File: src/rtl/dmem_pkg.sv
// Shared types and constants for the data-memory responder.
// State encoding and wait-counter width.
package dmem_pkg;

  typedef enum logic [1:0] {
    IDLE,
    WAIT,
    RESP
  } dmem_state_t;

  localparam int CNT_W = 4;

endpackage

File: src/rtl/dmem_array.sv
// Word array: synchronous write, registered read.
// No reset; contents persist across core resets.
module dmem_array #(
  parameter  int n     = 16,
  parameter  int DEPTH = 64,
  localparam int IW    = (DEPTH > 1) ? $clog2(DEPTH) : 1
) (
  input  logic          clk,
  input  logic          we,
  input  logic [IW-1:0] widx,
  input  logic [n-1:0]  wdata,
  input  logic [IW-1:0] ridx,
  output logic [n-1:0]  rdata
);

  logic [n-1:0] mem [DEPTH];

  always_ff @(posedge clk) begin
    if (we) mem[widx] <= wdata;
    rdata <= mem[ridx];
  end

endmodule

File: src/rtl/dmem_responder.sv
// Multi-cycle load/store responder with fixed wait states.
// Holds FSM, capture registers, wait counter and range check.
module dmem_responder
  import dmem_pkg::*;
#(
  parameter int n     = 16,
  parameter int DEPTH = 64,
  parameter int WAIT  = 1
) (
  input  logic         clk,
  input  logic         reset,
  input  logic         req,
  input  logic         we,
  input  logic [n-1:0] addr,
  input  logic [n-1:0] wdata,
  output logic [n-1:0] rdata,
  output logic         ready,
  output logic         err,
  output logic         busy
);

  localparam int IW = (DEPTH > 1) ? $clog2(DEPTH) : 1;
  localparam logic [CNT_W-1:0] WAIT_CNT = CNT_W'(WAIT);
  localparam logic [n-2:0] DEPTH_W = (n-1)'(DEPTH);

  dmem_state_t state, next;
  logic [CNT_W-1:0] cnt;
  logic cap_we;
  logic [n-1:0] cap_addr, cap_wdata;
  logic src_we;
  logic [n-1:0] src_addr, src_wdata;
  logic src_bad, cap_bad, commit;
  logic [n-1:0] arr_rdata;

  function automatic logic bad_addr(input logic [n-1:0] a);
    return a[0] | (a[n-1:1] >= DEPTH_W);
  endfunction

  // In IDLE the live inputs feed the array so WAIT=0 can commit
  // on the capture edge itself.
  assign src_we    = (state == IDLE) ? we    : cap_we;
  assign src_addr  = (state == IDLE) ? addr  : cap_addr;
  assign src_wdata = (state == IDLE) ? wdata : cap_wdata;
  assign src_bad   = bad_addr(src_addr);
  assign cap_bad   = bad_addr(cap_addr);
  assign busy      = (state != IDLE);
  assign commit    = (next == RESP) && (state != RESP)
                   && src_we && !src_bad;

  dmem_array #(
    .n     (n),
    .DEPTH (DEPTH)
  ) u_array (
    .clk   (clk),
    .we    (commit),
    .widx  (src_addr[IW:1]),
    .wdata (src_wdata),
    .ridx  (src_addr[IW:1]),
    .rdata (arr_rdata)
  );

  always_ff @(posedge clk or negedge reset) begin
    if (!reset) state <= IDLE;
    else        state <= next;
  end

  always_comb begin
    next = state;
    unique case (state)
      IDLE: if (req) next = (WAIT == 0) ? RESP : dmem_pkg::WAIT;
      dmem_pkg::WAIT: if (cnt == CNT_W'(1)) next = RESP;
      RESP: next = IDLE;
      default: next = IDLE;
    endcase
  end

  always_ff @(posedge clk or negedge reset) begin
    if (!reset) begin
      cnt       <= '0;
      cap_we    <= 1'b0;
      cap_addr  <= '0;
      cap_wdata <= '0;
    end else begin
      unique case (state)
        IDLE: begin
          if (req) begin
            cap_we    <= we;
            cap_addr  <= addr;
            cap_wdata <= wdata;
            cnt       <= WAIT_CNT;
          end
        end
        dmem_pkg::WAIT: cnt <= cnt - CNT_W'(1);
        default: ;
      endcase
    end
  end

  // Response flags register out of RESP, one cycle after the array read.
  always_ff @(posedge clk or negedge reset) begin
    if (!reset) begin
      ready <= 1'b0;
      err   <= 1'b0;
      rdata <= '0;
    end else begin
      ready <= (state == RESP);
      err   <= (state == RESP) && cap_bad;
      rdata <= (state == RESP && !cap_we && !cap_bad)
               ? arr_rdata : '0;
    end
  end

endmodule

File: config.mk
export PLATFORM = sky130hd
export DESIGN_NAME = dmem_responder
export DESIGN_NICKNAME = d
export VERILOG_FILES = /design/src/rtl/dmem_pkg.sv /design/src/rtl/dmem_array.sv /design/src/rtl/dmem_responder.sv
export SDC_FILE = /design/constraint.sdc
export NUM_CORES = 1
export LEC_CHECK = 0
export CORE_ASPECT_RATIO = 1.25
export CORE_MARGIN = 1.5
export CORE_UTILIZATION = 45
export DETAILED_ROUTE_END_ITERATION = 7
export PLACE_DENSITY = 0.65
export SLEW_MARGIN = 20
export SYNTH_ARGS = -nofsm -noshare
export SYNTH_HDL_FRONTEND = slang
export SYNTH_HIERARCHICAL = 1
export SYNTH_SLANG_ARGS = --single-unit
export TNS_END_PERCENT = 1
File: constraint.sdc
create_clock -name clk -period 7.91 [get_ports clk]
set_input_delay 1.582 -clock clk [delete_from_list [all_inputs] [get_ports clk]]
set_output_delay 1.582 -clock clk [all_outputs]
set_load 0.05 [all_outputs]
==> metrics.cfg, run 1 <==
[run_status]
run_status=complete, no violations

[timing]
final.min_clock_period_ns=4.912
rsz0062_at_grt=false
slew_viol_final=0
hold_violations=0
setup_violations=0
relSlewSlack_pct=22.08
worst_pin_slew_ns=1.169
fin_tns_setup_ns=0
fin_ws_ns=2.998
finalCritPeriodShare_pct=62.09
clock.fmax_mhz=203.6
fin_skew_ns=0.02667

[floorplanning]
die_y_um=347.1
die-width_um=278.3
core_area_um2=94120
rows=126
io_pins=55
dieArea_um2=96570
start_util_pct=45.28

[synthesis]
synth_flop_cell=edfxtp_1
synth_nets=2052
ys_warn_count=6
synth-edff-count=1024
synth_seq_cells=1097
synth_cell_type_count=52
syn_avg_cell_area_um2=21.16
ys_seq_area_share_pct=76.25
synthArstFlopShare_pct=5.196
synth_area_um2=42620
syn_inst=2014

[clocking]
cts_tree=done
ctsHtreeMaxLevel=3
clk_latency_ns=0.69
cts_buffer_depth=3
cts_setup_buffers=0
cts_resized=0
cts_buffers=101
clk_pin_slew_ns=0.06
cts_hold_buf=0
cts_root_buffer=clkbuf_16
cts.sinks=1097

[worst_setup_path]
r2r-end=u_array/rdata[2]$_DFF_P_
crit_type=input port to flip-flop
crit_path_end_kind=flip-flop
cp.arrival_ns=5.44
cp_common_cell=buf_4
start_kind=input port
reg2regPathDepth=9
r2r-start=state[0]$_DFF_PN0_
critPathRequiredTime_ns=8.44
crit_slowest_cell=buf_4
crit_path_max_incr_delay_ns=0.65
crit_path_max_fanout=60
rrSetupSlack_ns=3.42
path_cells=clkdlybuf4s50_1, mux2_8, buf_4, buf_4, mux4_2, mux2i_1, nand3_1, a31oi_1, a311oi_1

[route]
drt_first_pass_iters=5
wl_per_cell_um=29.05
drtAntennaViolNets=0
wirelength_mm=99.68
vias=20540
vias_per_cell=5.986
drc=0
drt-initial-drc-count=2278

[place]
place_ws_ns=2.256
gp_congestion=0.8622
portBuffers=54
place_hpwl_mm=59.22

[power]
leakage_nw=15.31
power_frac_seq_pct=40.6
clock_power_share_pct=24.7
power_switching_mw=6.423
switching_share_pct=34.05
comb_power_share_pct=34.7
p_per_area_nw_per_um2=394.8
irDropWorstVdd_uv=260.3
power.internal_mw=12.44

[min_path]
hold_depth=2
holdCritStartpoint=u_array/rdata[6]$_DFF_P_
hp-class=flip-flop to flip-flop
hold_end=rdata[6]$_DFF_PN0_

[cells_and_area]
layout.nets=2173
area_delta_synth_final_pct=12.13
drive_gt1_share_pct=25.67

[grt]
antenna_found_initial=1
first_global_vias=20900
grt_max_degree=101
overflow=0
grt_pass1_wl_mm=147.1
grt_usage_pct=20.88

[flow_run]
cap_violations=0

[layer usage]
| metal | up-vias | global-route usage (%) | routed length (µm) |
|---|---|---|---|
| met5 | - | 0 | 0 |
| met4 | 0 | 6.122 | 2427 |
| met3 | 123 | 3.142 | 6987 |
| met2 | 849 | 34.85 | 49710 |
| met1 | 11030 | 28.58 | 40550 |
| li1 | 8538 | - | - |
[worst max path at each step]
stage	cells after the start	end	startpoint	slack [ns]
floorplan	5	u_array/mem[48][0]$_DFFE_PP_	addr[4]	3.99
finish	9	u_array/rdata[11]$_DFF_P_	addr[1]	3.00
CTS	9	u_array/rdata[11]$_DFF_P_	addr[1]	2.98
global route	9	u_array/rdata[11]$_DFF_P_	addr[1]	2.72
global placement	9	u_array/rdata[11]$_DFF_P_	addr[1]	2.38
detailed placement	9	u_array/rdata[11]$_DFF_P_	addr[1]	2.26
[through the flow]
step	hold slack (ns)	instance area (µm²)	total power [mW]	std cells	util, %
finish	0.4473	47790	18.87	3431	50.77
global route	0.4652	47780	19.54	3429	50.77
CTS	0.4453	47760	18.99	3429	50.75
detailed placement	0.4364	44630	14.35	3248	47.41
global placement	0.4488	44600	14.20	3246	47.39
floorplan	0.3945	42620	12.19	2014	-
[critical path: cells and delay by family]
kind | cells | cell delay, ns
and+or+nand+nor | 1 | 0.19
muxes | 3 | 1.39
buffers and inverters | 3 | 1.76
AOI/OAI and AO/OA | 2 | 0.39
[sequential cells by signal (all words and copies together), names as in the netlist]
register / count
u_array/mem: 1024
cap_addr: 16
cap_wdata: 16
rdata: 16
u_array/rdata: 16
cnt: 4
state: 2
cap_we: 1
err: 1
ready: 1
[cells in the mapped netlist (4+ instances only)]
master / n / area (µm²)
edfxtp_1: 1024 / 30750
mux4_2: 220 / 4955
mux2i_1: 86 / 860.8
nor2_1: 75 / 281.5
nand2_1: 61 / 229.0
dfrtp_1: 57 / 1426
mux2_2: 57 / 641.9
a22oi_1: 39 / 292.8
buf_2: 39 / 195.2
nor2b_1: 31 / 193.9
clkbuf_1: 27 / 101.4
mux2_4: 26 / 390.4
nand3_1: 25 / 125.1
buf_6: 21 / 236.5
inv_1: 20 / 75.07
nor4_1: 19 / 118.9
a21oi_1: 18 / 90.09
a221oi_1: 16 / 140.1
dfxtp_1: 16 / 320.3
buf_4: 13 / 97.59
nand4_1: 12 / 75.07
a31oi_1: 9 / 56.30
a211o_1: 8 / 70.07
a211oi_1: 8 / 60.06
a311oi_1: 8 / 70.07
o21ai_0: 7 / 35.03
a221o_1: 6 / 60.06
a22o_1: 6 / 52.55
a41oi_1: 5 / 43.79
and4_1: 5 / 43.79
buf_12: 5 / 100.1
nand2b_1: 5 / 31.28
buf_1: 4 / 15.01
mux4_1: 4 / 105.1
[layout by cell type, fill, tap and decap left out, drive strengths merged, types with 47 or more instances in the layout]
master and instances:
nand2 62, edfxtp 1024, clkdlybuf4s50 53, nor2 77, dfrtp 57, buf 80, clkbuf 117, mux2 83
mux4 224, mux2i 86, clkinv 47
[cells by family (layout without fill, tap and decap cells)]
family | after synthesis | after routing | synth area share, %
xor gates and xnor gates | 1 | 1 | 0.02056
muxes | 393 | 393 | 16.32
buffers and inverters | 135 | 334 | 2.073
DFF | 1097 | 1097 | 76.25
adders and majority gates | 2 | 2 | 0.05871
and+or+nand+nor | 253 | 253 | 2.965
other | 0 | 2 | 0
AOI/OAI and AO/OA | 133 | 133 | 2.314
[power groups by stage]
stage	registers, mW	clock network (mW)	logic [mW]
final	7.65	4.66	6.55
after global routing	7.67	4.94	6.93
after CTS	7.65	4.74	6.60
after detailed placement	7.77	0	6.57
after global placement	7.76	0	6.44
after floorplan	7.72	0	4.47
[layout make-up]
cell class	instances	area, µm²
antenna	2	5.005
clock buffer	117	2609
clock inverter	64	526.8
fill	7285	46330
inverter	20	75.07
multi-input combinational	782	9402
sequential	1097	32500
tap	1216	1521
timing repair buffer	133	1151
(Power assumes the default switching activity.)
==> run 2, diff against run 1 <==
--- a/config.mk
+++ b/config.mk
@@ -9,7 +9,7 @@
 export CORE_MARGIN = 1.5
 export CORE_UTILIZATION = 45
 export DETAILED_ROUTE_END_ITERATION = 7
-export PLACE_DENSITY = 0.65
+export PLACE_DENSITY = 0.68
 export SLEW_MARGIN = 20
 export SYNTH_ARGS = -nofsm -noshare
 export SYNTH_HDL_FRONTEND = slang
==> constraint.sdc (replaced) <==
create_clock -name clk -period 4.1 [get_ports clk]
set_input_delay 0.82 -clock clk [delete_from_list [all_inputs] [get_ports clk]]
set_output_delay 0.82 -clock clk [all_outputs]
set_load 0.05 [all_outputs]
==> metrics.cfg, run 2 (synthesis results as in run 1) <==
[clocking]
cts_resized=0
cts_setup_buffers=0
cts_root_buffer=clkbuf_16
ctsHtreeMaxLevel=3
cts_buffer_depth=3
clk_pin_slew_ns=0.06
cts_hold_buf=0
cts.sinks=1097
cts_buffers=103
cts_tree=done
clk_latency_ns=0.68

[worst_setup_path]
crit_path_end_kind=flip-flop
crit_type=flip-flop to flip-flop
rrSetupSlack_ns=0.67
crit_path_max_fanout=41
r2r-start=state[0]$_DFF_PN0_
reg2regPathDepth=9
critPathRequiredTime_ns=4.65
r2r-end=u_array/rdata[6]$_DFF_P_
cp.arrival_ns=3.98
start_kind=flip-flop

[cells_and_area]
multi_input_area_um2=9301
largest_reg_flops=1024
n_antenna_cell=0
regArea_um2=32500
area_delta_synth_final_pct=15.04
final_cell_mix=edfxtp_1 (1024), mux4_2 (220), buf_4 (179)
drive_gt1_share_pct=28.17
final_common_cell=edfxtp_1
layout.nets=2290
top_register=u_array/mem
nFillCells=7077

[power]
p_per_area_nw_per_um2=774.9
power_switching_mw=12.42
comb_power_share_pct=35.6
leakage_nw=16.12
power_frac_seq_pct=38.8
power.internal_mw=25.57
irDropWorstVdd_uv=605.6
switching_share_pct=32.70
clock_power_share_pct=25.6

[floorplanning]
core_area_um2=94120
start_util_pct=45.28
io_pins=55
die_y_um=347.1
rows=126
die-width_um=278.3
dieArea_um2=96570

[timing]
rsz0062_at_grt=false
worst_pin_slew_ns=1.001
clock.fmax_mhz=291.4
relSlewSlack_pct=33.26
slew_viol_final=0
fin_tns_setup_ns=0
fin_skew_ns=0.03833
fin_ws_ns=0.6680
hold_violations=0
finalCritPeriodShare_pct=83.71
final.min_clock_period_ns=3.432
setup_violations=0

[place]
portBuffers=54
place_ws_ns=0.1954
gp_congestion=0.8635
place_hpwl_mm=61.29

[flow_run]
cap_violations=0

[grt]
grt_use_met1_pct=26.52
busiest_layer=met2
antenna_found_initial=1
overflow=0
first_global_vias=21670
met3_usage_pct=3.479
grt_max_degree=65
grt_use_met2_pct=34.97
grt_usage_pct=20.76
grt_pass1_wl_mm=146.4

[route]
drt-initial-drc-count=2176
vias_per_cell=5.875
wirelength_mm=99.39
wl_per_cell_um=28.01
drtAntennaViolNets=0
drc=0
vias=20850
drt_first_pass_iters=5

[run_status]
run_status=complete, no violations

[min_path]
hp-class=input port to asynchronous set/reset pin

## run 2: how the worst max path moves through the flow
| stage | start | end | slack [ns] |
|---|---|---|---|
| detailed placement | addr[1] | u_array/rdata[8]$_DFF_P_ | 0.20 |
| floorplan | state[0]$_DFF_PN0_ | u_array/mem[48][0]$_DFFE_PP_ | 0.71 |
| CTS | state[0]$_DFF_PN0_ | u_array/mem[15][13]$_DFFE_PP_ | 0.70 |
| global route | state[0]$_DFF_PN0_ | u_array/mem[15][13]$_DFFE_PP_ | 0.58 |
| global placement | addr[1] | u_array/rdata[8]$_DFF_P_ | 0.25 |
| finish | state[0]$_DFF_PN0_ | u_array/rdata[6]$_DFF_P_ | 0.67 |
## run 2: through the flow
step	utilization (%)	total power [mW]	cell area [µm²]	hold WS [ns]	cells
floorplan	-	23.52	42620	0.3945	2014
global placement	48.41	28.27	45570	0.4656	3363
detailed placement	48.41	28.54	45570	0.4704	3363
CTS	52.08	38.25	49020	0.2491	3548
global route	52.09	39.30	49030	0.3090	3548
finish	52.09	37.99	49030	0.2569	3548
## run 2: power by group through the flow
stage / combinational [mW] / clock, mW / sequential (mW)
detailed placement: 13.6 / 0 / 15.0
CTS: 13.6 / 9.88 / 14.8
floorplan: 8.63 / 0 / 14.9
global placement: 13.3 / 0 / 15.0
global route: 14.2 / 10.3 / 14.8
finish: 13.5 / 9.73 / 14.8
## run 2: area by class of cell
cell class,count,area share (%)
flip-flops and latches,1097,66.28
multi-input cells,782,18.97
clock buffers,132,5.673
repair buffers,248,4.446
well taps,1216,3.103
clock inverters,53,1.368
inverters,20,0.1531
## run 2: layer usage
layer  routed length, µm  vias to the layer above
li1                    -                     8783
met5                   0                        -
met4                4278                        0
met2               50110                      864
met1               37770                    11020
met3                7239                      179
## run 2: critical path, cell delays in order (launching register included)
cell and delay [ns]:
dfrtp_1 0.44, nor2_2 0.23, buf_4 0.27, mux2_8 0.50, buf_12 0.26, buf_4 0.27
mux4_1 0.31, mux2_2 0.34, a21oi_1 0.54, nor4_2 0.09
==> run 3, diff against run 2 <==
--- a/config.mk
+++ b/config.mk
@@ -9,7 +9,7 @@
 export CORE_MARGIN = 1.5
 export CORE_UTILIZATION = 45
 export DETAILED_ROUTE_END_ITERATION = 7
-export PLACE_DENSITY = 0.68
+export PLACE_DENSITY = 0.65
 export SLEW_MARGIN = 20
 export SYNTH_ARGS = -nofsm -noshare
 export SYNTH_HDL_FRONTEND = slang
==> constraint.sdc (replaced) <==
create_clock -name clk -period 3.2 [get_ports clk]
set_input_delay 0.64 -clock clk [delete_from_list [all_inputs] [get_ports clk]]
set_output_delay 0.64 -clock clk [all_outputs]
set_load 0.05 [all_outputs]
==> metrics.cfg, run 3 (synthesis results as in run 1) <==
[grt]
grt_usage_pct=21.17
grt_max_degree=65
busiest_layer=met2
antenna_found_initial=2
overflow=0
grt_use_met1_pct=27.40
grt_pass1_wl_mm=150.1
first_global_vias=22260
met3_usage_pct=3.156
grt_use_met2_pct=36.40

[cells_and_area]
top_register=u_array/mem
layout.nets=2364
largest_reg_flops=1024
multi_input_area_um2=9299
fin_area_um2=50350
final_cells=3624
drive_gt1_share_pct=30.25
final_cell_mix=edfxtp_1 (1024), mux4_2 (220), buf_4 (179)
nFillCells=7064
area_delta_synth_final_pct=18.15
regArea_um2=32500
final_common_cell=edfxtp_1
fin_util_pct=53.50

[place]
portBuffers=54
postPlaceCellArea_um2=46960
dp_cells=3429
gp_congestion=0.8173
place_hpwl_mm=64.70
place_ws_ns=-0.5298

[power]
leakage_nw=16.63
p_per_area_nw_per_um2=981.7
power_mw=49.43
irDropWorstVdd_uv=619.6

[worst_setup_path]
rrSetupSlack_ns=0.06
start_kind=flip-flop
critPathRequiredTime_ns=3.77
cp.arrival_ns=3.71
r2r-start=state[1]$_DFF_PN0_
reg2regPathDepth=10
crit_path_end_kind=flip-flop
crit_path_max_fanout=18
r2r-end=u_array/rdata[5]$_DFF_P_
cp-endpoint=u_array/rdata[5]$_DFF_P_
crit_start=state[1]$_DFF_PN0_
crit_type=flip-flop to flip-flop

[route]
wl_per_cell_um=27.73
drc=0
vias=21060
wirelength_mm=100.5
vias_per_cell=5.812
drt_first_pass_iters=5
drtAntennaViolNets=0
drt-initial-drc-count=2059

[timing]
slew_viol_final=0
setup_violations=0
final.min_clock_period_ns=3.137
fin_ws_ns=0.06278
worst_pin_slew_ns=1.060
finalCritPeriodShare_pct=98.04
rsz0062_at_grt=false
clock.fmax_mhz=318.8
hold_violations=0
fin_skew_ns=0.03591
relSlewSlack_pct=29.31

[floorplanning]
core_area_um2=94120
die-width_um=278.3
io_pins=55
die_y_um=347.1
dieArea_um2=96570
rows=126
start_util_pct=45.28

[clocking]
cts_tree=done
ctsHtreeMaxLevel=3
cts_buffers=103
clk_latency_ns=0.70
clk_pin_slew_ns=0.06
cts_root_buffer=clkbuf_16
cts_buffer_depth=3
cts.sinks=1097

[run_status]
run_status=complete, no violations

[min_path]
hp-class=flip-flop to flip-flop
hold_depth=2

[flow_run]
cap_violations=0

## run 3: changes by cell type in the layout (fill, tap and decap cells not counted), moves of 4 or more
cell       delta
clkbuf_8      +4
buf_12       +73
clkbuf_1      -5
bufinv_16     -7
clkinv_1      +8
## run 3: critical path, stage by stage (launching register included)
cell and delay [ns]:
dfrtp_1 0.45, nor2_4 0.19, buf_4 0.18, mux2_8 0.39, buf_12 0.18, buf_4 0.17, mux4_2 0.29, mux2_2 0.31
nand2_1 0.10, nand4_1 0.37, and4_1 0.36
## run 3: layout make-up
type / instances / area share, %
inverters: 20 / 0.1491
multi-input cells: 782 / 18.47
diodes: 1 / 0.004970
well taps: 1216 / 3.022
clock buffers: 129 / 5.497
flip-flops and latches: 1097 / 64.54
repair buffers: 322 / 7.256
clock inverters: 57 / 1.061
## run 3: power breakdown
part           switching [mW]  internal (mW)
Sequential              0.266           18.6
Combinational            10.8           7.80
Clock                    5.18           6.77
## run 3: per-layer routing
| layer | wire [µm] | vias to the layer above | share of wire, % |
|---|---|---|---|
| met5 | 16 | - | 0.016 |
| li1 | - | 8954 | - |
| met2 | 51660 | 714 | 51 |
| met4 | 3384 | 2 | 3.4 |
| met1 | 39720 | 11240 | 40 |
| met3 | 5716 | 152 | 5.7 |
## run 3: how the worst min path moves through the flow
stage	startpoint	end	slack, ns
3_3_place_gp	u_array/rdata[7]$_DFF_P_	rdata[7]$_DFF_PN0_	0.41
6_report	u_array/rdata[7]$_DFF_P_	rdata[7]$_DFF_PN0_	0.43
4_1_cts	u_array/rdata[7]$_DFF_P_	rdata[7]$_DFF_PN0_	0.43
2_1_floorplan	reset	cap_addr[0]$_DFFE_PN0P_	0.34
5_1_grt	u_array/rdata[7]$_DFF_P_	rdata[7]$_DFF_PN0_	0.44
3_5_place_dp	u_array/rdata[7]$_DFF_P_	rdata[7]$_DFF_PN0_	0.41
## run 3: metrics by stage
stage,hold slack [ns],setup TNS (ns)
after CTS,0.4278,0
after floorplan,0.3444,-11.47
after detailed placement,0.4146,-5.576
after global placement,0.4138,-4.170
final,0.4274,0
after global routing,0.4426,0
## run 3: timing repair
action	4_1_cts	5_1_grt
gates resized for setup	1	1
endpoints found under the setup margin	3	1
hold endpoints to repair	23	0
buffers inserted	7	0
hold buffers	1	0
pin swaps	3	0
